[src/rtl/bus_requester_pkg.sv]
// rtl/bus_requester_pkg.sv - shared constants and FSM state type for the bus requester
package bus_requester_pkg;

  localparam int DEF_DATA_W     = 32;
  localparam int DEF_ADDR_W     = 8;
  localparam int DEF_DEPTH      = 4;
  localparam int DEF_STARVE_LIM = 8;

  typedef enum logic [1:0] {
    IDLE = 2'd0,
    WAIT = 2'd1,
    XFER = 2'd2
  } state_t;

endpackage

[src/rtl/bus_requester_req_fifo.sv]
// rtl/bus_requester_req_fifo.sv - pending-transfer queue of {addr,data} entries
module req_fifo
  import bus_requester_pkg::*;
#(
  parameter int DATA_W = DEF_DATA_W,
  parameter int ADDR_W = DEF_ADDR_W,
  parameter int DEPTH  = DEF_DEPTH
) (
  input  logic                         clk,
  input  logic                         reset,
  input  logic                         push,
  input  logic                         pop,
  input  logic [ADDR_W-1:0]            wr_addr,
  input  logic [DATA_W-1:0]            wr_data,
  output logic [ADDR_W-1:0]            head_addr,
  output logic [DATA_W-1:0]            head_data,
  output logic [$clog2(DEPTH+1)-1:0]   count,
  output logic                         full
);

  localparam int PW = $clog2(DEPTH);
  localparam int CW = $clog2(DEPTH + 1);
  localparam logic [PW-1:0] PTR_ONE  = PW'(1);
  localparam logic [CW-1:0] CNT_ONE  = CW'(1);
  localparam logic [CW-1:0] CNT_FULL = CW'(DEPTH);

  logic [ADDR_W+DATA_W-1:0] mem [DEPTH];
  logic [PW-1:0]            wr_ptr;
  logic [PW-1:0]            rd_ptr;
  logic [ADDR_W+DATA_W-1:0] head;

  // Pointers and occupancy; power-of-two depth lets the pointers wrap naturally
  always_ff @(posedge clk or negedge reset) begin
    if (!reset) begin
      wr_ptr <= '0;
      rd_ptr <= '0;
      count  <= '0;
    end else begin
      if (push) wr_ptr <= wr_ptr + PTR_ONE;
      if (pop)  rd_ptr <= rd_ptr + PTR_ONE;
      case ({push, pop})
        2'b10:   count <= count + CNT_ONE;
        2'b01:   count <= count - CNT_ONE;
        default: count <= count;
      endcase
    end
  end

  // Entry storage; a push into a full queue overwrites the head slot being popped this cycle
  always_ff @(posedge clk) begin
    if (push) mem[wr_ptr] <= {wr_addr, wr_data};
  end

  assign full = (count == CNT_FULL);
  assign head = (count != '0) ? mem[rd_ptr] : '0;
  assign {head_addr, head_data} = head;

endmodule

[src/rtl/bus_requester.sv]
// rtl/bus_requester.sv - queued bus requester with round-robin request line and starve flag
module bus_requester
  import bus_requester_pkg::*;
#(
  parameter int DATA_W     = DEF_DATA_W,
  parameter int ADDR_W     = DEF_ADDR_W,
  parameter int DEPTH      = DEF_DEPTH,
  parameter int STARVE_LIM = DEF_STARVE_LIM
) (
  input  logic              clk,
  input  logic              reset,
  input  logic              wr_en,
  input  logic [ADDR_W-1:0] wr_addr,
  input  logic [DATA_W-1:0] wr_data,
  output logic              full,
  output logic              REQ,
  input  logic              GNT,
  output logic              bus_valid,
  output logic [ADDR_W-1:0] bus_addr,
  output logic [DATA_W-1:0] bus_data,
  output logic              starve,
  output logic [1:0]        state
);

  localparam int CW = $clog2(DEPTH + 1);
  localparam int WW = $clog2(STARVE_LIM + 1);
  localparam logic [CW-1:0] CNT_ONE  = CW'(1);
  localparam logic [WW-1:0] WAIT_ONE = WW'(1);
  localparam logic [WW-1:0] WAIT_MAX = WW'(STARVE_LIM);

  logic [CW-1:0]     count;
  logic [CW-1:0]     next_count;
  logic              push;
  logic              pop;
  logic [ADDR_W-1:0] head_addr;
  logic [DATA_W-1:0] head_data;
  state_t            cur_state;
  state_t            nxt_state;
  logic [WW-1:0]     wait_cnt;
  logic [WW-1:0]     wait_nxt;

  // A grant on an empty queue is ignored; a pop frees a slot so a push can land even when full
  assign pop        = GNT & (count != '0);
  assign push       = wr_en & (~full | pop);
  assign next_count = count + (push ? CNT_ONE : '0) - (pop ? CNT_ONE : '0);

  req_fifo #(
    .DATA_W (DATA_W),
    .ADDR_W (ADDR_W),
    .DEPTH  (DEPTH)
  ) u_fifo (
    .clk       (clk),
    .reset     (reset),
    .push      (push),
    .pop       (pop),
    .wr_addr   (wr_addr),
    .wr_data   (wr_data),
    .head_addr (head_addr),
    .head_data (head_data),
    .count     (count),
    .full      (full)
  );

  // FSM state register
  always_ff @(posedge clk or negedge reset) begin
    if (!reset) cur_state <= IDLE;
    else        cur_state <= nxt_state;
  end

  // FSM next state from the occupancy and grant seen this cycle
  always_comb begin
    nxt_state = cur_state;
    case (cur_state)
      IDLE:    if (push) nxt_state = WAIT;
      WAIT:    if (next_count == '0) nxt_state = IDLE;
               else if (pop)         nxt_state = XFER;
      XFER:    if (next_count == '0) nxt_state = IDLE;
               else if (pop)         nxt_state = XFER;
               else                  nxt_state = WAIT;
      default: nxt_state = IDLE;
    endcase
  end

  // FSM outputs: request looks ahead so the registered arbiter only grants real entries
  always_comb begin
    REQ       = (next_count != '0);
    bus_valid = pop;
    bus_addr  = head_addr;
    bus_data  = head_data;
  end

  assign state = cur_state;

  // Ungranted-wait counter: clears on any grant, saturates at the starve limit
  always_comb begin
    wait_nxt = wait_cnt;
    if (GNT)                            wait_nxt = '0;
    else if (REQ && wait_cnt != WAIT_MAX) wait_nxt = wait_cnt + WAIT_ONE;
  end

  // Wait counter and sticky starve flag
  always_ff @(posedge clk or negedge reset) begin
    if (!reset) begin
      wait_cnt <= '0;
      starve   <= 1'b0;
    end else begin
      wait_cnt <= wait_nxt;
      if (wait_nxt == WAIT_MAX) starve <= 1'b1;
    end
  end

endmodule
[config.mk]
export PLATFORM = sky130hd
export DESIGN_NAME = bus_requester
export DESIGN_NICKNAME = d
export VERILOG_FILES = /design/src/rtl/bus_requester_pkg.sv /design/src/rtl/bus_requester_req_fifo.sv /design/src/rtl/bus_requester.sv
export SDC_FILE = /design/constraint.sdc
export NUM_CORES = 1
export LEC_CHECK = 0
export CORE_AREA = 10 10 130 132
export DETAILED_ROUTE_END_ITERATION = 10
export DIE_AREA = 0 0 140 142
export PLACE_DENSITY_LB_ADDON = 0.05
export SLEW_MARGIN = 20
export SYNTH_ARGS = -nofsm -noshare
export SYNTH_HDL_FRONTEND = slang
export SYNTH_SLANG_ARGS = --single-unit
[constraint.sdc]
create_clock -name clk -period 2.9 [get_ports clk]
set_input_delay 0.58 -clock clk [delete_from_list [all_inputs] [get_ports clk]]
set_output_delay 0.58 -clock clk [all_outputs]
set_load 0.1 [all_outputs]
# Yosys cells after proc, flatten, opt, wreduce, memory -nomap -nowiden
# Memories as Yosys holds them, arrays and structs flattened.
# Cells that the tools add are included.
# totals
output_inout_bits	46
wordCells	48
ff_bits	14
mem_bits_rw	160
memories	1
inputBits	44
# op_classes
n_addsub	7
n_reduce_logical	7
n_mux	14
n_bitwise	4
eq_ne	9
# mem_list
memory	depth	width	read_ports	rd_ports_with_merged_regs	write_ports	line_no	rtl
u_fifo.mem	4	40	1	0	1	bus_requester_req_fifo.sv:27	logic [ADDR_W+DATA_W-1:0] mem [DEPTH];
# ops
op	n
$mux W40	1
$mux W2	5
$mux W4	2
$pmux W2 S3	1
$pmux W3 S2	1
$reduce_bool A3 Y1	2
$add A2 B1 Y2 const B	2
$add A4 B1 Y4 const B	1
$eq A2 B1 Y1 const B	2
$eq A2 B2 Y1 const B	2
$eq A4 B4 Y1 const B	1
$mux W1	4
$ne A4 B4 Y1 const B	1
$add A3 B1 Y3	1
$add A3 B1 Y3 const B	1
$eq A3 B3 Y1 const B	1
$logic_not A3 Y1	1
$ne A3 B3 Y1 const B	1
$sub A3 B1 Y3	1
$sub A3 B1 Y3 const B	1
$and A1 B1 Y1	2
$logic_not A2 Y1	1
$ne A2 B2 Y1 const B	1
$reduce_and A2 Y1	1
4 further kinds	4

# Longest topological paths before layout
# logic_depth
depth_word	12
ltp_mapped	10

# Modules after synthesis
# From an unflattened synthesis, not the netlist that was laid out.
# unflattened
cells_unflattened	340
hier_area_um2	6956.7
# by_module_without_submodules
module	area_each_um2	cells_per_inst	seq_area_each_um2	n_inst
req_fifo	6446.2	290	4979.8	1
bus_requester	510.5	50	175.2	1

# Least setup slack after synthesis
# OpenSTA, ideal clock, no wires.
# synth_path
kind	register to output
from	reg u_fifo.count[2]
to	out REQ
slack_ns	-2.899
stages_incl_launch_ff	7
arrival_ns	5.219
cell_sequence	dfrtp_1 nor3b_1 a21boi_1 ha_1 fa_1 xor3_2 nand2_1
# synth_between
elab_chain_len	8
# synth_rtl
element	line_no	rtl
start, declared	bus_requester_req_fifo.sv:17	output logic [$clog2(DEPTH+1)-1:0] count,
start signal, assigned	bus_requester_req_fifo.sv:42	2'b10: count <= count + CNT_ONE;
start signal, assigned	bus_requester_req_fifo.sv:43	2'b01: count <= count - CNT_ONE;
start signal, assigned	bus_requester_req_fifo.sv:44	default: count <= count;
$eq A3 B3 Y1	bus_requester_req_fifo.sv:54	assign full = (count == CNT_FULL);
via full	bus_requester.sv:15	output logic full,
$not A1 Y1	bus_requester.sv:44	assign push = wr_en & (~full | pop);
$or A1 B1 Y1	bus_requester.sv:44	
$and A1 B1 Y1	bus_requester.sv:44	
via push	bus_requester.sv:33	logic push;
$mux W1	bus_requester.sv:45	assign next_count = count + (push ? CNT_ONE : '0) - (pop ? CNT_ONE : '0);
$add A3 B1 Y3	bus_requester.sv:45	
$sub A3 B1 Y3	bus_requester.sv:45	
$reduce_bool A3 Y1	bus_requester.sv:86	REQ = (next_count != '0);
end, declared	bus_requester.sv:16	output logic REQ,
# The timed path passes the listed nets, and every way through them passes these cells.

# Final worst setup path
# layout_path
from	reg u_fifo.count[1]
to	out REQ
# layout_between
elab_chain_len	8
# layout_rtl
element	line_no
$reduce_bool A3 Y1 or $eq A3 B3 Y1 (tied branches)	bus_requester.sv:43, bus_requester_req_fifo.sv:54
$and A1 B1 Y1 or $not A1 Y1 (tied branches)	bus_requester.sv:43, bus_requester.sv:44
$or A1 B1 Y1	bus_requester.sv:44
$and A1 B1 Y1	bus_requester.sv:44
$mux W1	bus_requester.sv:45
$add A3 B1 Y3	bus_requester.sv:45
$sub A3 B1 Y3 *	bus_requester.sv:45
$reduce_bool A3 Y1 *	bus_requester.sv:86
# Mark *: on every way between the ends. The rest lies on a longest branch, timed or not.

==> results.json <==
{
  "remaining_design_rule_violation_count": 0,
  "synth.most_common_cell": "sky130_fd_sc_hd__edfxtp_1",
  "r2r_endpoint": "starve",
  "regToRegStartpoint": "u_fifo.count[1]",
  "r2r_cells": 10,
  "crit_path_frequent_cell": "sky130_fd_sc_hd__ha_4",
  "synth.net_count": 392,
  "maximum_number_of_pins_on_one_net_before_global_route_repair": 25,
  "synth-seq-cells": 174,
  "final_critical_path_setup_slack_ns": -0.2385,
  "finalHoldViolCount": 0,
  "worstHoldEndpoint": "state[0]",
  "cts-buffers-inserted": 17,
  "flow.area_growth_from_synthesis_pct": 36.13,
  "layout.area.seq_sq_um": 5161,
  "cts_tree": "done",
  "worst_ep_required_time_ns": 2.32,
  "clk_latency_ns": 0.42,
  "synth-async-reset-ratio": 0.08046,
  "critical_path.cell_chain": "o31a_4 > ha_4 > inv_2 > ha_4 > fa_2 > xor3_2 > nand2_8 > buf_12",
  "floorplan.rows": 44,
  "grt_remaining_overflow": 0,
  "routed_wl_um": 13230,
  "post_dp_hpwl_um": 8512,
  "cts.sinks": 174,
  "cts_hold_buffers": 0,
  "postRouteAntennaNets": 0,
  "floorplan.die.height_um": 142,
  "dpl.cell_count": 615,
  "instance_count_on_the_critical_path": 8,
  "yosysUniqueCellTypes": 31,
  "min_delay_path_depth": 1,
  "fillCellCount": 999,
  "final.period_utilization": 1.082,
  "crit_path_class": "register to primary output",
  "violations": "negative setup slack",
  "initial_antenna_violation_count": 1,
  "dominantRegCellSynth": "sky130_fd_sc_hd__edfxtp_1",
  "tns_ns": -0.2385,
  "seq_area_frac_synth": 0.7477,
  "critical_path.n_buffers_inverters": 2,
  "cts_max_path_buffers": 2,
  "synth_top_area_cells": "sky130_fd_sc_hd__edfxtp_1, sky130_fd_sc_hd__mux4_2, sky130_fd_sc_hd__dfrtp_1",
  "worstSetupEndpointType": "primary output",
  "port_buffers": 89,
  "final_report_setup_violation_count": 1,
  "max_slew_margin": 0.5694,
  "syn-mean-instance-area_sq_um": 20.46,
  "synth_commonest_cells": "sky130_fd_sc_hd__edfxtp_1, sky130_fd_sc_hd__nor2b_1, sky130_fd_sc_hd__mux4_2",
  "worst-endpoint-arrival_ns": 2.56,
  "die_w_um": 140,
  "cts.root.buffer_cell": "sky130_fd_sc_hd__clkbuf_16",
  "run_status": "finished, violations left",
  "coreArea_sq_um": 14310,
  "worst_hold_startpoint": "state[1]",
  "cts_max_level": 4,
  "worst_path_max_delay_cell": "sky130_fd_sc_hd__dfrtp_1",
  "initial_standard_cell_utilization_of_the_core": 0.4816,
  "design.die.area_sq_um": 19880,
  "cap_violations": 0,
  "wl_per_cell_um": 20.26,
  "hp-class": "register to register",
  "largest_clock_skew_in_the_final_design_ns": 0.008621,
  "critPathTopFamily": "adder cells",
  "avgViaCountPerCell": 5.254,
  "fin_worst_hold_slack_ns": 0.5531,
  "vias": 3431,
  "postSynthCellCount": 337,
  "synth_largest_type_area_fraction": 0.6969,
  "synth_enable_flop_cells": 160,
  "final_layout_size_suffix_gt1_frac": 0.4295,
  "ys_warn_count": 0,
  "numnets_final": 510,
  "max_freq_mhz": 318.6,
  "drt_first_pass_iters": 4,
  "multi_input_comb_area_sq_um": 1821,
  "max_slew.worst_pin.slew_ns": 0.6439,
  "drtIter0Drc": 205,
  "cts.reportedPaths.clkPinSlew_ns": 0.06,
  "syn_area_sq_um": 6894,
  "grt_pass1_wl_um": 20750,
  "final_count_of_pins_violating_max_slew": 0,
  "cp_slowest_stage_delay_ns": 0.39,
  "timing.critical_path.from_type": "register",
  "via_count_of_the_first_global_routing_pass": 3774,
  "timing.critical_path.fanout_max": 5,
  "grt_setup_unrepaired": "true",
  "routability_congestion_estimate_from_global_placement": 0.7983,
  "top_level_ports": 90,
  "grtUsageTotal": 0.1365,
  "final-instance-count-excl-fill": 653,
  "netlist.top_cell.by_area": "sky130_fd_sc_hd__edfxtp_1",
  "regToRegSetupSlack_ns": 0.18,
  "layout_min_cycle_time_ns": 3.138
}
flip-flops by register name (all words and copies together) (netlist names):
name / count
starve: 1
state: 2
u_fifo.count: 3
u_fifo.mem: 160
u_fifo.rd_ptr: 2
u_fifo.wr_ptr: 2
wait_cnt: 4
through the flow:
step | utilization | setup WS, ns | instance area (sq um)
after floorplan | - | -0.3060 | 7052
after global placement | 0.6094 | -0.2675 | 8723
after detailed placement | 0.6094 | -0.3265 | 8723
after CTS | 0.6555 | -0.2810 | 9383
after global routing | 0.6557 | -0.3166 | 9385
final | 0.6557 | -0.2385 | 9385
worst max path at each step:
| stage | start | endpoint | slack [ns] |
|---|---|---|---|
| floorplan | u_fifo.count[0] | REQ | -0.31 |
| global placement | GNT | REQ | -0.27 |
| detailed placement | GNT | starve | -0.33 |
| CTS | u_fifo.count[1] | REQ | -0.28 |
| global route | u_fifo.count[1] | REQ | -0.32 |
| finish | u_fifo.count[1] | REQ | -0.24 |
cells by family after synthesis:
logic type               synth area share
AO/OA/AOI/OAI                     0.01053
XOR/XNOR                          0.01252
adder cells (fa/ha/maj)           0.02214
buffers and inverters             0.01561
flip-flops                         0.7477
multiplexers                       0.1401
AND/OR/NAND/NOR                   0.05136
cells in the final DEF, fill, tap and decap left out, types with 2 or more instances in the layout:
cell                                n
sky130_fd_sc_hd__dfrtp_2            2
sky130_fd_sc_hd__dfrtp_1           11
sky130_fd_sc_hd__xnor2_1            3
sky130_fd_sc_hd__inv_1             11
sky130_fd_sc_hd__clkinv_2           7
sky130_fd_sc_hd__a21oi_1            2
sky130_fd_sc_hd__clkinv_4           2
sky130_fd_sc_hd__ha_4               2
sky130_fd_sc_hd__buf_12            45
sky130_fd_sc_hd__nor2b_1            2
sky130_fd_sc_hd__buf_4             26
sky130_fd_sc_hd__edfxtp_1         160
sky130_fd_sc_hd__and2_2             4
sky130_fd_sc_hd__mux2i_1            5
sky130_fd_sc_hd__ha_1               7
sky130_fd_sc_hd__nor2_1             6
sky130_fd_sc_hd__mux4_2            40
sky130_fd_sc_hd__nor2b_2           39
sky130_fd_sc_hd__clkdlybuf4s50_1   43
sky130_fd_sc_hd__bufinv_16          3
sky130_fd_sc_hd__xor2_1             4
sky130_fd_sc_hd__clkbuf_8           2
sky130_fd_sc_hd__nand2_1            3
sky130_fd_sc_hd__clkbuf_16         17
sky130_fd_sc_hd__o21ai_0            2
what timing repair did:
action,in CTS,in global routing
pin swaps,0,0
setup buffers,5,0
setup endpoints to repair,2,1
gates resized for setup,3,0
endpoints found under the hold margin,0,0
routing by layer:
| layer | wire length (um) | track usage | up-vias |
|---|---|---|---|
| met3 | 636 | 0.04573 | 21 |
| met4 | 219 | 0.05978 | 0 |
| met2 | 6593 | 0.2146 | 78 |
| li1 | - | - | 1556 |
| met5 | 0 | 0 | - |
| met1 | 5778 | 0.1695 | 1776 |
final cells by class:
cell class                      count  share of cell area
Clock inverter                     12             0.01520
Multi-Input combinational cell    136              0.1940
Clock buffer                       20             0.04866
Tap cell                          184             0.02453
Timing Repair Buffer              114              0.1626
Inverter                           12            0.004799
Antenna cell                        1           0.0002666
Sequential cell                   174              0.5499
Power is left out: the tool's default activity adds up to more than one toggle a clock period on the data nets, which glitch-free logic cannot reach.
